File: config.mk
export PLATFORM = sky130hd
export DESIGN_NAME = bp_be_fflags_merge
export DESIGN_NICKNAME = d
export VERILOG_FILES = /design/src/rtl/bp_be_fflags_merge.sv
export SDC_FILE = /design/constraint.sdc
export NUM_CORES = 1
export LEC_CHECK = 0
export ABC_CLOCK_PERIOD_IN_PS = 3560
export CAP_MARGIN = 20
export CORE_ASPECT_RATIO = 2
export CORE_MARGIN = 1
export CORE_UTILIZATION = 53
export CTS_BUF_LIST = sky130_fd_sc_hd__clkbuf_4 sky130_fd_sc_hd__clkbuf_8
export DETAILED_ROUTE_END_ITERATION = 6
export PLACE_DENSITY_LB_ADDON = 0.05
export SLEW_MARGIN = 20
export SYNTH_ARGS = -nofsm -noshare
export SYNTH_HDL_FRONTEND = slang
export SYNTH_SLANG_ARGS = --single-unit
File: constraint.sdc
create_clock -name clk_i -period 3.56 [get_ports clk_i]
set_clock_uncertainty 0.2 [all_clocks]
set_input_delay 0.712 -clock clk_i [delete_from_list [all_inputs] [get_ports clk_i]]
set_output_delay 0.712 -clock clk_i [all_outputs]
set_load 0.005 [all_outputs]
File: src/rtl/bp_be_fflags_merge.sv
// rtl/bp_be_fflags_merge.sv - N-port fflags gather, stage, sticky fold, FS-dirty and per-port event counters
module bp_be_fflags_merge #(
  parameter int num_wb_ports_p = 2,
  parameter int cnt_width_p    = 16
) (
  input  logic                                  clk_i,
  input  logic                                  reset_i,
  input  logic [num_wb_ports_p-1:0]             wb_fflags_w_v_i,
  input  logic [5*num_wb_ports_p-1:0]           wb_fflags_i,
  input  logic                                  flush_i,
  input  logic                                  csr_w_v_i,
  input  logic [4:0]                            csr_data_i,
  output logic [4:0]                            fflags_o,
  output logic                                  busy_o,
  output logic                                  dirty_o,
  input  logic                                  dirty_clr_i,
  input  logic                                  cnt_clr_i,
  output logic [cnt_width_p*num_wb_ports_p-1:0] event_cnt_o
);

  logic [4:0] stage_r, fflags_r, capture, fold_flags, fflags_n;
  logic       stage_v_r, dirty_r, fold, dirty_set;

  always_comb begin
    capture = '0;
    for (int i = 0; i < num_wb_ports_p; i++) begin
      if (wb_fflags_w_v_i[i]) capture = capture | wb_fflags_i[5*i+:5];
    end
  end

  // The staged update is younger than a concurrent CSR write, so it survives it.
  assign fold       = stage_v_r & ~flush_i;
  assign fold_flags = fold ? stage_r : 5'b0;
  assign fflags_n   = csr_w_v_i ? (csr_data_i | fold_flags) : (fflags_r | fold_flags);
  assign dirty_set  = csr_w_v_i | (fold & ((fflags_r | stage_r) != fflags_r));

  always_ff @(posedge clk_i) begin
    if (reset_i) begin
      stage_r   <= '0;
      stage_v_r <= 1'b0;
      fflags_r  <= '0;
      dirty_r   <= 1'b0;
    end else begin
      stage_r   <= capture;
      stage_v_r <= |wb_fflags_w_v_i;
      fflags_r  <= fflags_n;
      if (dirty_set)        dirty_r <= 1'b1;
      else if (dirty_clr_i) dirty_r <= 1'b0;
    end
  end

  assign fflags_o = fflags_r;
  assign busy_o   = stage_v_r;
  assign dirty_o  = dirty_r;

  for (genvar g = 0; g < num_wb_ports_p; g++) begin : g_cnt
    logic [cnt_width_p-1:0] cnt_r;
    logic                   inc;

    assign inc = wb_fflags_w_v_i[g] & (|wb_fflags_i[5*g+:5]) & ~(&cnt_r);

    always_ff @(posedge clk_i) begin
      if (reset_i || cnt_clr_i) cnt_r <= '0;
      else if (inc)             cnt_r <= cnt_r + 1'b1;
    end

    assign event_cnt_o[cnt_width_p*g+:cnt_width_p] = cnt_r;
  end

endmodule

## Word level (Yosys, flattened, before mapping)

Cells that the tools add are included.
Widths: inputs -> output; s select.

- Register bits: 44
- Input bits: 23
- Word-level logic and storage cells: 36

- Add/sub/neg operators: 2
- Equality and inequality tests: 1
- Multiplexer cells: 6
- Bitwise logic cells: 14
- Reductions and logical operators: 7

Operators with widths:

| operator | number |
|---|---|
| $add 16x1->16 const B | 2 |
| $reduce_and 16->1 | 2 |
| $mux 5 | 4 |
| $or 5x5->5 | 4 |
| $reduce_or 5->1 | 2 |
| $and 1x1->1 | 6 |
| $ne 5x5->1 | 1 |
| $not 1->1 | 3 |
| $mux 1 | 2 |
| $reduce_bool 2->1 | 1 |
| $reduce_or 2->1 | 1 |
| $logic_or 1x1->1 | 1 |
| $or 1x1->1 | 1 |

## Depth between registers and ports, before layout

Gate-level depths: netlist (run 1).

- Depth in word-level cells: 5
- Depth in mapped cells: 6
- Mapped depth without buffers: 5

## Worst setup path after synthesis (run 1)

Ideal clock, no wire load.

- Path type: input-to-reg
- Start: in wb_fflags_i[7]
- End: reg g_cnt[1].cnt_r[13]
- Setup time: 115 ps
- Arrival: 1848 ps
- Required time: 3245 ps
- Setup slack: 1398 ps
- Stages: 5
- Buffers on the path: 1
- Cells stage by stage: or4_4 o2111ai_2 buf_4 nor4_1 o21a_1

- Cells in the longest elaborated chain, start to end: 3

Ends and longest elaborated chain:

| what | line | source |
|---|---|---|
| start, declared | 9 | `input logic [5*num_wb_ports_p-1:0] wb_fflags_i,` |
| $reduce_or 5->1 | 60 | `assign inc = wb_fflags_w_v_i[g] & (\|wb_fflags_i[5*g+:5]) & ~(&cnt_r);` |
| $and 1x1->1 (2 in series) | 60 |  |
| end signal, assigned | 64 | `else if (inc) cnt_r <= cnt_r + 1'b1;` |
| end, declared | 57 | `logic [cnt_width_p-1:0] cnt_r;` |

No other way between the ends.
A chain may end at the register's enable or synchronous reset.

## Worst setup path after layout (run 1)

- Start: in wb_fflags_i[7]
- End: reg g_cnt[1].cnt_r[1]

The elaborated chain is that of the path after synthesis.

==> results of run 1 <==
## worst max-delay path by stage
stage / startpoint / endpoint / slack, ns / cells after the start
floorplan: wb_fflags_i[7] / g_cnt[1].cnt_r[13] / 1.40 / 5
global placement: wb_fflags_i[7] / g_cnt[1].cnt_r[5] / 0.68 / 5
detailed placement: wb_fflags_i[7] / g_cnt[1].cnt_r[5] / 0.66 / 5
CTS: wb_fflags_i[7] / g_cnt[1].cnt_r[1] / 0.98 / 5
global route: wb_fflags_i[7] / g_cnt[1].cnt_r[1] / 0.88 / 5
finish: wb_fflags_i[7] / g_cnt[1].cnt_r[1] / 0.97 / 5
## cell families after synthesis
logic type,synth area share [%]
simple gates,28.55
mux,5.612
fa+ha+maj,1.079
compound gates,21.16
flops,37.99
buf+inv,5.612
## report_power, final
group | internal, W | leakage (nW) | switching [W]
registers | 0.000502 | 0.358 | 0.00000691
clock network | 0.000248 | 0.0645 | 0.000175
logic | 0.0000513 | 0.563 | 0.0000443
total | 0.000801 | 0.985 | 0.000226
## cells in the mapped netlist (2+ instances only)
cell type   n
mux2i_1    13
a22oi_1     5
ha_1        2
or3_1      10
a21oi_1    20
o311ai_0    2
nand3_1    14
and4_1      3
inv_1       9
or4_4       2
o21a_1      5
o31a_1      3
a211oi_1    2
buf_2       5
buf_4       2
o31ai_1     8
nand2_1    31
dfxtp_1    44
or4_1      12
nand4_1    10
clkbuf_8    3
clkbuf_1    4
o211a_1     2
a311oi_1    2
nor2_1     11
nor4_1     13
o21ai_0     8
and3_1      2
nor3_1      5
## per-layer routing
metal / up-vias / routed length (µm) / part of all wire (%)
met5: - / 0 / 0
met4: 0 / 114 / 1.9
met3: 11 / 201 / 3.4
met2: 62 / 3333 / 56
met1: 1112 / 2284 / 38
li1: 1159 / - / -
## per-stage QoR
stage / cells / util [%] / area [µm²] / power, W / setup WS [ns]
2_1_floorplan: 270 / - / 2318 / 0.0005674 / 1.398
3_3_place_gp: 373 / 70.91 / 2928 / 0.0006155 / 0.6833
3_5_place_dp: 373 / 70.91 / 2928 / 0.0006166 / 0.6616
4_1_cts: 381 / 73.97 / 3054 / 0.001032 / 0.9792
5_1_grt: 381 / 73.97 / 3054 / 0.001056 / 0.8754
6_report: 381 / 73.97 / 3054 / 0.001027 / 0.9699
## worst min-delay path: stages (launching register included)
cell and delay (ns):
dfxtp_1 0.31, nand2_1 0.05, a21oi_1 0.05
## registers in the layout, indices dropped and copies added (netlist names)
| register | flops |
|---|---|
| g_cnt.cnt_r | 32 |
| fflags_o | 5 |
| stage_r | 5 |
| busy_o | 1 |
| dirty_o | 1 |
## cell type report
class | instances | area (µm²)
Tap cell | 52 | 65.06
Multi-Input combinational cell | 203 | 1308
Clock inverter | 1 | 30.03
Fill cell | 321 | 1075
Clock buffer | 7 | 96.34
Timing Repair Buffer | 65 | 640.6
Sequential cell | 44 | 880.8
Inverter | 9 | 33.78
## cell usage in the layout, fill, tap and decap left out, types with 3 or more instances in the layout
cell	instances
nor2_1	11
mux2i_1	13
buf_4	4
and4_1	3
o31ai_1	8
clkbuf_8	7
nand2_1	31
inv_1	9
or4_1	12
clkdlybuf4s50_1	61
a21oi_1	20
nand4_1	10
o31a_1	3
nor4_1	13
o21ai_0	8
dfxtp_1	44
o21a_1	5
a22oi_1	5
or3_1	10
nor3_1	5
nand3_1	14
==> metrics.csv, run 1 <==
metric;value;unit
outcome;finished, final reports clean;
Initial Util;56.15;%
routability cong.;0.7908;
Main synth FF type;dfxtp_1;
length in cells of the worst reg-to-reg path;5;
dominant cell type by area after synthesis;dfxtp_1;
DP HPWL;4349;µm
unrepaired setup endpoints after global routing;false;
crit-path max FO;11;
number of port buffers;61;
launching point of the worst reg2reg path;g_cnt[0].cnt_r[0];
largest net degree at the start of global routing;20;
WL/cell;15.57;µm
met2 usage;52.89;%
FF+latch count, synth;44;
Final Cycle Share;72.76;%
Min Clock Period, post-route;2.590;ns
Hold WC Path Type;flop to flop;
die height;95.54;µm
CTS max path bufs;2;
Crit path max-delay family;compound AO/OA/AOI/OAI gates;
internal reg-to-reg setup slack;1.39;ns
post-synthesis sequential area ratio;37.99;%
Yosys Warn Count;0;
area grow syn2layout;31.73;%
async set-reset flop share out of synthesis;0;%
Critical Path Start Type;primary input;
Diodes inserted;0;
syn_area_per_cell;8.587;µm²
DR iter-0 viols;36;
DRT Pass-1 Iters;4;
clk sinks;44;
Worst-Margin Slew;0.6827;ns
Vias/cell;6.152;
H-tree depth;2;
most used routing layer;met2;
clock latency on the worst-skew pair;0.30;ns
Synth area leaders;dfxtp_1 (38%), mux2i_1 (5.6%), nand2_1 (5.0%), a21oi_1 (4.3%), or4_1 (3.9%);
grt met1 use;23.95;%
min-delay src;stage_r[0];
setup_tns;0;ns
pwr/cell area;336.3;mW/mm²
share of the synthesized area in the top cell type;37.99;%
clk slew on worst S/H paths;0.08;ns
row count;33;
number of flops mapped to enable cells by yosys;0;
clock root cell;clkbuf_8;
Hold Buf Count CTS;0;
antenna-violating nets left;0;
CP peak stage delay;0.58;ns
vias in the first global route;2236;
Hold EP;fflags_o[0];
hold path depth;2;
Setup CP Type;primary input to flop;
detailed-route DRC error count;0;
syn_nets;295;
met3 Resource Use GR;4.466;%
leakage power;0.9847;nW
hold_ws;0.2507;ns
share of layout cells above drive strength 1;6.383;%
worst path required time;3.59;ns
Max Slew Vio Count;0;
final WL;5933;µm
grt total ovfl;0;
Num CTS Buffers;5;
core area;0.004129;mm²
CP cell instances;clkdlybuf4s50_1 -> or4_4 -> o21ai_1 -> o21ai_0 -> a21oi_1;
CTS tree;done;
DIE AREA;0.004659;mm²
DIE WIDTH;48.77;µm
R2R Path End;g_cnt[0].cnt_r[14];
gr usage total;26.15;%
CTS resizes;0;
initial antenna violation count;0;
synthesized cell area;0.002318;mm²
Top Ports;62;
Critical Path AT;2.62;ns
Worst Setup End Kind;flop;
worst relative slew slack;54.14;%
nets@finish;353;
worst path bufs/invs;1;
Hold Vio Cnt, Final;0;
global-route wire length before repair;9473;µm
via count;2344;
Final setup viols;0;
Max Clk Rate;0.3861;GHz
maxcap violations;0;
slowest library cell on the worst path;or4_4;
Post-CTS Setup Bufs;0;
maximum VDD drop;0.2424;mV
Distinct cells, synth;47;
Mapped Cells;270;
(Power assumes the default switching activity.)
==> run 2, diff against run 1 <==
--- a/config.mk
+++ b/config.mk
@@ -5,11 +5,11 @@
 export SDC_FILE = /design/constraint.sdc
 export NUM_CORES = 1
 export LEC_CHECK = 0
-export ABC_CLOCK_PERIOD_IN_PS = 3560
+export ABC_CLOCK_PERIOD_IN_PS = 2390
 export CAP_MARGIN = 20
 export CORE_ASPECT_RATIO = 2
 export CORE_MARGIN = 1
-export CORE_UTILIZATION = 53
+export CORE_UTILIZATION = 50
 export CTS_BUF_LIST = sky130_fd_sc_hd__clkbuf_4 sky130_fd_sc_hd__clkbuf_8
 export DETAILED_ROUTE_END_ITERATION = 6
 export PLACE_DENSITY_LB_ADDON = 0.05
==> constraint.sdc (replaced) <==
create_clock -name clk_i -period 2.39 [get_ports clk_i]
set_clock_uncertainty 0.2 [all_clocks]
set_input_delay 0.478 -clock clk_i [delete_from_list [all_inputs] [get_ports clk_i]]
set_output_delay 0.478 -clock clk_i [all_outputs]
set_load 0.005 [all_outputs]
==> run 2 against run 1 <==
Against the previous run: combinational power is 66% higher; design area is 2.8% higher; core utilization is 2.3 points lower.
==> metrics.csv, run 2 (same netlist as run 1, synthesis figures left out) <==
metric;value;unit
outcome;finished, final reports clean;
hold_ws;0.2522;ns
Post-Route Utilization;71.67;%
initial antenna violation count;0;
Worst Setup End Kind;flop;
Post-CTS Setup Bufs;0;
Fill cells;371;
DR iter-0 viols;53;
clock root cell;clkbuf_8;
grt total ovfl;0;
unrepaired setup endpoints after global routing;false;
detailed-route DRC error count;0;
placed instance count;389;
DIE AREA;0.004930;mm²
die height;98.30;µm
routability cong.;0.7697;
Worst Setup SP;wb_fflags_i[7];
Pwr Total;0.001409;W
Top reg by flops;g_cnt.cnt_r;
CP cell instances;clkdlybuf4s50_1 -> or4_4 -> o2111ai_1 -> nor3_1 -> o211a_1;
gr usage total;24.80;%
Hold Buf Count CTS;0;
CTS resizes;0;
Num CTS Buffers;5;
number of port buffers;61;
pwr/cell area;448.7;mW/mm²
Final Cycle Share;89.95;%
clk slew on worst S/H paths;0.08;ns
area grow syn2layout;35.46;%
Vias/cell;6.030;
worst relative slew slack;70.00;%
DIE WIDTH;50.15;µm
maximum VDD drop;0.3629;mV
Max Clk Rate;0.4652;GHz
via count;2394;
final WL;6033;µm
commonest non-fill, non-tap cell in the layout;clkdlybuf4s50_1;
Hold Vio Cnt, Final;0;
antenna-violating nets left;0;
Max Slew Vio Count;0;
internal reg-to-reg setup slack;0.35;ns
share of layout cells above drive strength 1;10.20;%
clk sinks;44;
row count;34;
Initial Util;52.91;%
max reg flops;32;
Critical Path Start Type;primary input;
nets@finish;367;
largest net degree at the start of global routing;17;
CTS tree;done;
vias in the first global route;2178;
slowest library cell on the worst path;or4_4;
Diodes inserted;0;
DP HPWL;4553;µm
core area;0.004382;mm²
launching point of the worst reg2reg path;g_cnt[0].cnt_r[0];
crit-path max FO;4;
length in cells of the worst reg-to-reg path;5;
Worst-Margin Slew;0.4480;ns
worst path required time;2.39;ns
DRT Pass-1 Iters;4;
crit path capture;g_cnt[1].cnt_r[12];
global-route wire length before repair;9549;µm
Top Ports;62;
Setup CP Type;primary input to flop;
maxcap violations;0;
commonest non-fill, non-tap cells in the layout;clkdlybuf4s50_1 (61), dfxtp_1 (44), nand2_1 (31);
leakage power;1.044;nW
R2R Path End;g_cnt[0].cnt_r[14];
Final setup viols;0;
CP peak stage delay;0.58;ns
Critical Path AT;2.15;ns
Cell Count, Final, Fillers Out;397;
Min Clock Period, post-route;2.150;ns
WL/cell;15.20;µm
clock latency on the worst-skew pair;0.31;ns
CTS max path bufs;2;
Hold WC Path Type;flop to flop;
H-tree depth;2;
-- run 2: power by group --
group / total, W / switching, W / internal, W / leakage, nW
logic: 0.000159 / 0.0000680 / 0.0000909 / 0.635
clock network: 0.000492 / 0.000261 / 0.000231 / 0.0510
registers: 0.000758 / 0.00000962 / 0.000748 / 0.358
-- run 2: final cells by class --
cell class                 instances  area [µm²]  area share (%)
inverter                           9       33.78           1.076
tap                               54       67.56           2.151
timing repair buffer              79       758.2           24.14
sequential                        44       880.8           28.05
multi-input combinational        203        1308           41.63
clock buffer                       6       82.58           2.629
clock inverter                     2       10.01          0.3187
-- run 2: through the flow --
stage	setup WS, ns	TNS (ns)	area, µm²
2_1_floorplan	0.4068	0	2318
3_3_place_gp	-0.04576	-0.1044	3048
3_5_place_dp	-0.06144	-0.3084	3048
4_1_cts	0.2590	0	3141
5_1_grt	0.1939	0	3141
6_report	0.2402	0	3141
-- run 2: worst max-delay path: cells and delay by family --
family                 cells  cell delay [ns]
AND/OR/NAND/NOR            2             0.67
AO/OA/AOI/OAI              2             0.56
buffers and inverters      1             0.44
-- run 2: layer usage --
metal  share of wire, %  global-route usage (%)
met3                4.1                   3.583
met5                  0                       0
met1                 37                   24.23
met4                2.5                   11.65
met2                 56                   47.79
-- run 2: worst min path at each step --
| stage | start | endpoint | slack, ns | cells after the start |
|---|---|---|---|---|
| 6_report | stage_r[4] | fflags_o[4] | 0.25 | 2 |
| 5_1_grt | stage_r[4] | fflags_o[4] | 0.27 | 2 |
| 4_1_cts | stage_r[4] | fflags_o[4] | 0.26 | 2 |
| 3_5_place_dp | stage_r[4] | fflags_o[4] | 0.25 | 2 |
| 3_3_place_gp | stage_r[4] | fflags_o[4] | 0.24 | 2 |
| 2_1_floorplan | stage_r[0] | fflags_o[0] | 0.23 | 2 |
==> run 3, diff against run 2 <==
--- a/config.mk
+++ b/config.mk
@@ -12,6 +12,7 @@
 export CORE_UTILIZATION = 50
 export CTS_BUF_LIST = sky130_fd_sc_hd__clkbuf_4 sky130_fd_sc_hd__clkbuf_8
 export DETAILED_ROUTE_END_ITERATION = 6
+export HOLD_SLACK_MARGIN = 0.12
 export PLACE_DENSITY_LB_ADDON = 0.05
 export SLEW_MARGIN = 20
 export SYNTH_ARGS = -nofsm -noshare
==> results of run 3 <==
Final layout, timing and power as in run 2 (identical DEF).
